## src/rtl/ps2_joypad.sv

```systemverilog
// PS/2 set-2 scancode decoder driving the active-low Gigatron input register.
// Optional timed ASCII injection is compiled in with `define PS2PAD_ASCII_EN.
module ps2_joypad #(
  parameter int unsigned HOLD_FRAMES = 3
) (
  input  logic       clock,
  input  logic       rst_n,
  input  logic [7:0] ps2data,
  input  logic       ps2hit,
  input  logic       vsync,
  output logic [7:0] inreg,
  output logic       ascii_active
);

  localparam logic [7:0] HOLD_INIT = 8'(HOLD_FRAMES);

  typedef enum logic [2:0] {
    S_IDLE,
    S_EXT,
    S_BRK,
    S_EXT_BRK,
    S_SKIP
  } state_t;

  state_t     r_state, w_state_nxt;
  logic [2:0] r_skip_cnt, w_skip_nxt;
  logic       w_make, w_brk, w_ext;
  logic [7:0] r_pad, w_pad_nxt, w_pad_mask;
  logic       r_vs_meta, r_vs_sync, r_vs_prev;
  logic       w_vs_fall;

  function automatic logic [7:0] pad_mask(input logic [7:0] code);
    case (code)
      8'h74:   pad_mask = 8'h01;
      8'h6B:   pad_mask = 8'h02;
      8'h72:   pad_mask = 8'h04;
      8'h75:   pad_mask = 8'h08;
      8'h69:   pad_mask = 8'h10;
      8'h71:   pad_mask = 8'h20;
      8'h70:   pad_mask = 8'h40;
      8'h6C:   pad_mask = 8'h80;
      default: pad_mask = 8'h00;
    endcase
  endfunction

  always_ff @(posedge clock) begin
    if (!rst_n) begin
      r_state    <= S_IDLE;
      r_skip_cnt <= 3'd0;
      r_pad      <= 8'h00;
      r_vs_meta  <= 1'b1;
      r_vs_sync  <= 1'b1;
      r_vs_prev  <= 1'b1;
    end else begin
      r_state    <= w_state_nxt;
      r_skip_cnt <= w_skip_nxt;
      r_pad      <= w_pad_nxt;
      r_vs_meta  <= vsync;
      r_vs_sync  <= r_vs_meta;
      r_vs_prev  <= r_vs_sync;
    end
  end

  assign w_vs_fall = r_vs_prev & ~r_vs_sync;

  // Prefix FSM: classifies each byte as make/break, extended or not.
  always_comb begin
    w_state_nxt = r_state;
    w_skip_nxt  = r_skip_cnt;
    w_make      = 1'b0;
    w_brk       = 1'b0;
    w_ext       = 1'b0;
    if (ps2hit) begin
      case (r_state)
        S_IDLE: begin
          if (ps2data == 8'hE0)      w_state_nxt = S_EXT;
          else if (ps2data == 8'hF0) w_state_nxt = S_BRK;
          else if (ps2data == 8'hE1) begin
            w_state_nxt = S_SKIP;
            w_skip_nxt  = 3'd7;
          end else                   w_make = 1'b1;
        end
        S_EXT: begin
          if (ps2data == 8'hF0) w_state_nxt = S_EXT_BRK;
          else begin
            w_make      = 1'b1;
            w_ext       = 1'b1;
            w_state_nxt = S_IDLE;
          end
        end
        S_BRK: begin
          w_brk       = 1'b1;
          w_state_nxt = S_IDLE;
        end
        S_EXT_BRK: begin
          w_brk       = 1'b1;
          w_ext       = 1'b1;
          w_state_nxt = S_IDLE;
        end
        S_SKIP: begin
          w_skip_nxt = r_skip_cnt - 3'd1;
          if (r_skip_cnt <= 3'd1) w_state_nxt = S_IDLE;
        end
        default: w_state_nxt = S_IDLE;
      endcase
    end
  end

  always_comb begin
    w_pad_mask = pad_mask(ps2data);
    w_pad_nxt  = r_pad;
    if (w_make)     w_pad_nxt = r_pad | w_pad_mask;
    else if (w_brk) w_pad_nxt = r_pad & ~w_pad_mask;
  end

`ifdef PS2PAD_ASCII_EN
  logic       r_lshift, r_rshift;
  logic [7:0] r_hold, w_hold_nxt;
  logic [7:0] r_ascii, w_ascii_nxt;
  logic [8:0] w_asc;
  logic       w_load;

  // Returns {valid, ascii}; letters are stored upper case and lowered via bit 5.
  function automatic logic [8:0] ascii_of(input logic [7:0] code, input logic shift);
    logic [7:0] up;
    logic       letter;
    logic [8:0] res;
    up     = 8'h00;
    letter = 1'b1;
    res    = 9'h000;
    case (code)
      8'h1C: up = 8'h41;  8'h32: up = 8'h42;  8'h21: up = 8'h43;  8'h23: up = 8'h44;
      8'h24: up = 8'h45;  8'h2B: up = 8'h46;  8'h34: up = 8'h47;  8'h33: up = 8'h48;
      8'h43: up = 8'h49;  8'h3B: up = 8'h4A;  8'h42: up = 8'h4B;  8'h4B: up = 8'h4C;
      8'h3A: up = 8'h4D;  8'h31: up = 8'h4E;  8'h44: up = 8'h4F;  8'h4D: up = 8'h50;
      8'h15: up = 8'h51;  8'h2D: up = 8'h52;  8'h1B: up = 8'h53;  8'h2C: up = 8'h54;
      8'h3C: up = 8'h55;  8'h2A: up = 8'h56;  8'h1D: up = 8'h57;  8'h22: up = 8'h58;
      8'h35: up = 8'h59;  8'h1A: up = 8'h5A;
      default: letter = 1'b0;
    endcase
    if (letter) res = {1'b1, shift ? up : (up | 8'h20)};
    else begin
      case (code)
        8'h45: res = 9'h130;  8'h16: res = 9'h131;  8'h1E: res = 9'h132;
        8'h26: res = 9'h133;  8'h25: res = 9'h134;  8'h2E: res = 9'h135;
        8'h36: res = 9'h136;  8'h3D: res = 9'h137;  8'h3E: res = 9'h138;
        8'h46: res = 9'h139;  8'h29: res = 9'h120;  8'h5A: res = 9'h10A;
        8'h66: res = 9'h17F;
        default: res = 9'h000;
      endcase
    end
    return res;
  endfunction

  always_comb begin
    w_asc       = ascii_of(ps2data, r_lshift | r_rshift);
    w_load      = w_make & ~w_ext & w_asc[8];
    w_ascii_nxt = w_load ? w_asc[7:0] : r_ascii;
    w_hold_nxt  = r_hold;
    // A reload in the same cycle as a vsync edge takes priority over the decrement.
    if (w_load)                            w_hold_nxt = HOLD_INIT;
    else if (w_vs_fall && r_hold != 8'd0)  w_hold_nxt = r_hold - 8'd1;
  end

  always_ff @(posedge clock) begin
    if (!rst_n) begin
      r_lshift     <= 1'b0;
      r_rshift     <= 1'b0;
      r_hold       <= 8'd0;
      r_ascii      <= 8'h00;
      inreg        <= 8'hFF;
      ascii_active <= 1'b0;
    end else begin
      if (!w_ext && ps2data == 8'h12 && (w_make || w_brk)) r_lshift <= w_make;
      if (!w_ext && ps2data == 8'h59 && (w_make || w_brk)) r_rshift <= w_make;
      r_hold       <= w_hold_nxt;
      r_ascii      <= w_ascii_nxt;
      inreg        <= (w_hold_nxt != 8'd0) ? w_ascii_nxt : ~w_pad_nxt;
      ascii_active <= (w_hold_nxt != 8'd0);
    end
  end
`else
  logic w_unused_cfg;
  assign w_unused_cfg = ^{HOLD_INIT, w_vs_fall, w_ext};
  assign ascii_active = 1'b0;

  always_ff @(posedge clock) begin
    if (!rst_n) inreg <= 8'hFF;
    else        inreg <= ~w_pad_nxt;
  end
`endif

endmodule

```

## config.mk

```make
export PLATFORM = sky130hd
export DESIGN_NAME = ps2_joypad
export DESIGN_NICKNAME = d
export VERILOG_FILES = /design/src/rtl/ps2_joypad.sv
export SDC_FILE = /design/constraint.sdc
export NUM_CORES = 1
export LEC_CHECK = 0
export BUFFER_PORTS_ARGS = -buffer_cell sky130_fd_sc_hd__buf_4
export CAP_MARGIN = 10
export CORE_MARGIN = 2
export CORE_UTILIZATION = 40
export CTS_CLUSTER_DIAMETER = 30
export CTS_CLUSTER_SIZE = 10
export DETAILED_ROUTE_END_ITERATION = 10
export MAX_ROUTING_LAYER = met4
export SYNTH_ARGS = -nofsm -noshare
export SYNTH_HDL_FRONTEND = slang
export SYNTH_SLANG_ARGS = --single-unit
```

## constraint.sdc

```tcl
create_clock -name clock -period 1.5 [get_ports clock]
set_input_delay 0.375 -clock clock [delete_from_list [all_inputs] [get_ports clock]]
set_output_delay 0.375 -clock clock [all_outputs]
set_load 0.01 [all_outputs]
```

==> impl_metrics.yaml <==
finish:
  layout.cell_area.non_filler_mm2: 0.00142
  multi_input_comb_area_um2: 692
  n_antenna_cell: 0
  final-seq-area_um2: 440
  syn_to_final_growth_pct: 19.1
  nets: 156
  fill_cell_total_of_the_finished_layout: 263
  final_layout_size_suffix_gt1_share_pct: 28.4
die:
  core_region_area_mm2: 0.00278
  floorplan.initialDensity_pct: 42.8
  floorplan.die.width_um: 58.6
  floorplan.die_area_mm2: 0.00343
  die_h_um: 58.6
  core.rowCount: 19
  pin_count: 21
worst_hold_path:
  worst_hold_path.num_cells: 3
  hold_path_startpoint: "ps2data[4]"
  timing.hold.worst_endpoint: "r_state[1]"
  hold_path.class: "in -> reg"
detailed_routing:
  detail_route.vias_per_cell: 5.67
  firstDrtPassIters: 4
  wl_um: 2430
  ant_nets: 0
  drc: 0
  post_drt_wl_per_cell_um: 14.1
  initialDrtViolationCount: 20
  num_vias: 975
critical_path:
  ff2ff_path_depth: 3
  worst_ep_arrival_time_ns: 1.63
  setup.worst_path.end_class: "flop"
  r2r-start: "r_state[2]"
  timing.critical_path.required_ns: 1.75
  setup.worst_path.class: "reg -> reg"
  critPathMaxFanout: 11
  start_kind: "flop"
  regToRegSetupSlack_ns: 0.12
  worst_r2r_endpoint: "r_state[2]"
sta:
  report.final.slew_viol_count: 0
  fin_crit_sh_pct: 92.2
  finalCriticalPeriod_ns: 1.38
  grt_setup_unrepaired: "no"
  final_hold_viol_count: 0
  fmax_mhz: 723
  worst_clock_skew_ns: 0.0196
  finalSetupViolations: 0
power:
  max-vdd-ir-drop_mv: 0.571
  power_density_mw_per_mm2: 816
  cellLeakagePower_nw: 0.568
  total_power_w: 0.00116
clocking:
  cts_repair_resize_count: 0
  cts_tree: "yes"
  clk-insertion-delay-late_ns: 0.32
  clockRootBuffer: "sky130_fd_sc_hd__clkbuf_4"
  post_cts_hold_buffer_count: 0
  clockBufferDepth: 2
  clk_pin_slew_ns: 0.11
  cts.sinks: 22
  h-tree-depth: 1
  cts_buffers: 3
  cts_setup_buffers: 0
place:
  place_area_mm2: 0.00137
  globalplace.congestion: 0.796
  io_buffer_count: 18
  place.detailed.hpwl_um: 1820
synthesis:
  postSynthNetCount: 134
  synthesis.area_per_instance_um2: 9.93
  synth_flop_cell: "sky130_fd_sc_hd__dfxtp_1"
  post_synth_num_cell_types: 51
  synth-warning-count: 0
  synth_seq_cells: 22
  synthArstFlopShare_pct: 0
  synth_seq_area_share_pct: 37.0
  number_of_flops_mapped_to_enable_cells_by_yosys: 0
  synthesis.area_mm2: 0.00119
  synth_cells: 120
global_route:
  global_route_wire_length_before_repair_um: 4250
  first_global_vias: 937
  globalRouteTotalUtil_pct: 16.5
  grt-ovfl-total: 0
  largest_net_degree_at_the_start_of_global_routing: 17
  grt_antenna_before_repair: 0
outcome:
  outcome: "finished clean"
run:
  maxCapViolCount: 0
per-stage QoR:
step / cells / hold slack (ns) / setup TNS (ns) / worst slack, ns / utilization, %
3_3_place_gp: 168 / 0.446 / -0.273 / -0.105 / 49.1
5_1_grt: 172 / 0.376 / 0 / 0.0123 / 51.0
3_5_place_dp: 168 / 0.449 / -0.333 / -0.108 / 49.1
4_1_cts: 172 / 0.359 / 0 / 0.110 / 51.0
6_report: 172 / 0.372 / 0 / 0.117 / 51.0
2_1_floorplan: 120 / 0.432 / 0 / 0.0712 / -
per-layer routing:
metal	up-vias	part of all wire [%]	global-route usage [%]
met2	21	47	23.8
met1	455	47	22.6
met5	-	0	-
met3	0	5.7	3.52
li1	499	-	-
met4	0	0	6.49
cells in the final DEF (no fill, tap or decap), drive strengths merged, types with 4 or more instances in the layout:
cell	n
a21oi	4
and3b	4
buf	24
dfxtp	22
inv	4
mux2	5
mux2i	5
nand2	9
nand4	6
nor2	5
kinds of logic (layout without fill, tap and decap cells):
logic type      after synthesis  count (layout)  synth area share (%)
compound gates               21              21                  15.2
fa+ha+maj                     2               2                  2.10
buf+inv                      11              32                  4.93
flops                        22              22                  37.0
mux                          10              10                  8.93
other cells                   1               1                 0.315
simple gates                 53              53                  31.5
critical path: stages, from the launching register on:
cell and delay, ns:
sky130_fd_sc_hd__dfxtp_1 0.43, sky130_fd_sc_hd__or3b_1 0.42, sky130_fd_sc_hd__a2111oi_2 0.33, sky130_fd_sc_hd__a32o_1 0.16
power breakdown:
part           internal, W  switching (W)
Sequential        0.000586     0.00000160
Clock             0.000270       0.000186
Combinational    0.0000530      0.0000606
cells in the mapped netlist, types with 2 or more instances:
cell type	count	share of area (%)
sky130_fd_sc_hd__mux2i_1	5	4.2
sky130_fd_sc_hd__ha_1	2	2.1
sky130_fd_sc_hd__a32oi_1	2	1.5
sky130_fd_sc_hd__o41ai_1	2	1.5
sky130_fd_sc_hd__a32o_1	3	2.5
sky130_fd_sc_hd__a21oi_1	4	1.7
sky130_fd_sc_hd__and4b_1	2	1.7
sky130_fd_sc_hd__nor2b_1	2	1.1
sky130_fd_sc_hd__o31a_1	2	1.5
sky130_fd_sc_hd__nor3_1	2	0.84
sky130_fd_sc_hd__nand3_1	3	1.3
sky130_fd_sc_hd__nor2_1	5	1.6
sky130_fd_sc_hd__mux2_2	4	3.8
sky130_fd_sc_hd__or3b_1	2	1.5
sky130_fd_sc_hd__nand2_1	9	2.8
sky130_fd_sc_hd__dfxtp_1	22	37
sky130_fd_sc_hd__nand4_1	6	3.2
sky130_fd_sc_hd__and3b_1	4	2.9
sky130_fd_sc_hd__and2_1	3	1.6
sky130_fd_sc_hd__buf_4	2	1.3
sky130_fd_sc_hd__inv_1	4	1.3
how the worst max path moves through the flow:
| stage | from | to | slack, ns | depth (start not counted) |
|---|---|---|---|---|
| floorplan | ps2data[4] | inreg[1] | 0.07 | 3 |
| global placement | ps2data[4] | inreg[1] | -0.11 | 4 |
| detailed placement | ps2data[4] | inreg[1] | -0.11 | 4 |
| CTS | r_state[2] | r_state[2] | 0.11 | 3 |
| global route | r_state[2] | r_state[2] | 0.01 | 3 |
| finish | r_state[2] | r_state[2] | 0.12 | 3 |
final cells by class:
cell class	instances	area share, %
Multi-Input combinational cell	87	48.8
Timing Repair Buffer	24	12.7
Clock buffer	3	1.59
Inverter	4	1.06
Sequential cell	22	31.0
Clock inverter	1	2.12
Tap cell	31	2.73
No activity file was read; power rests on OpenSTA's default activity.
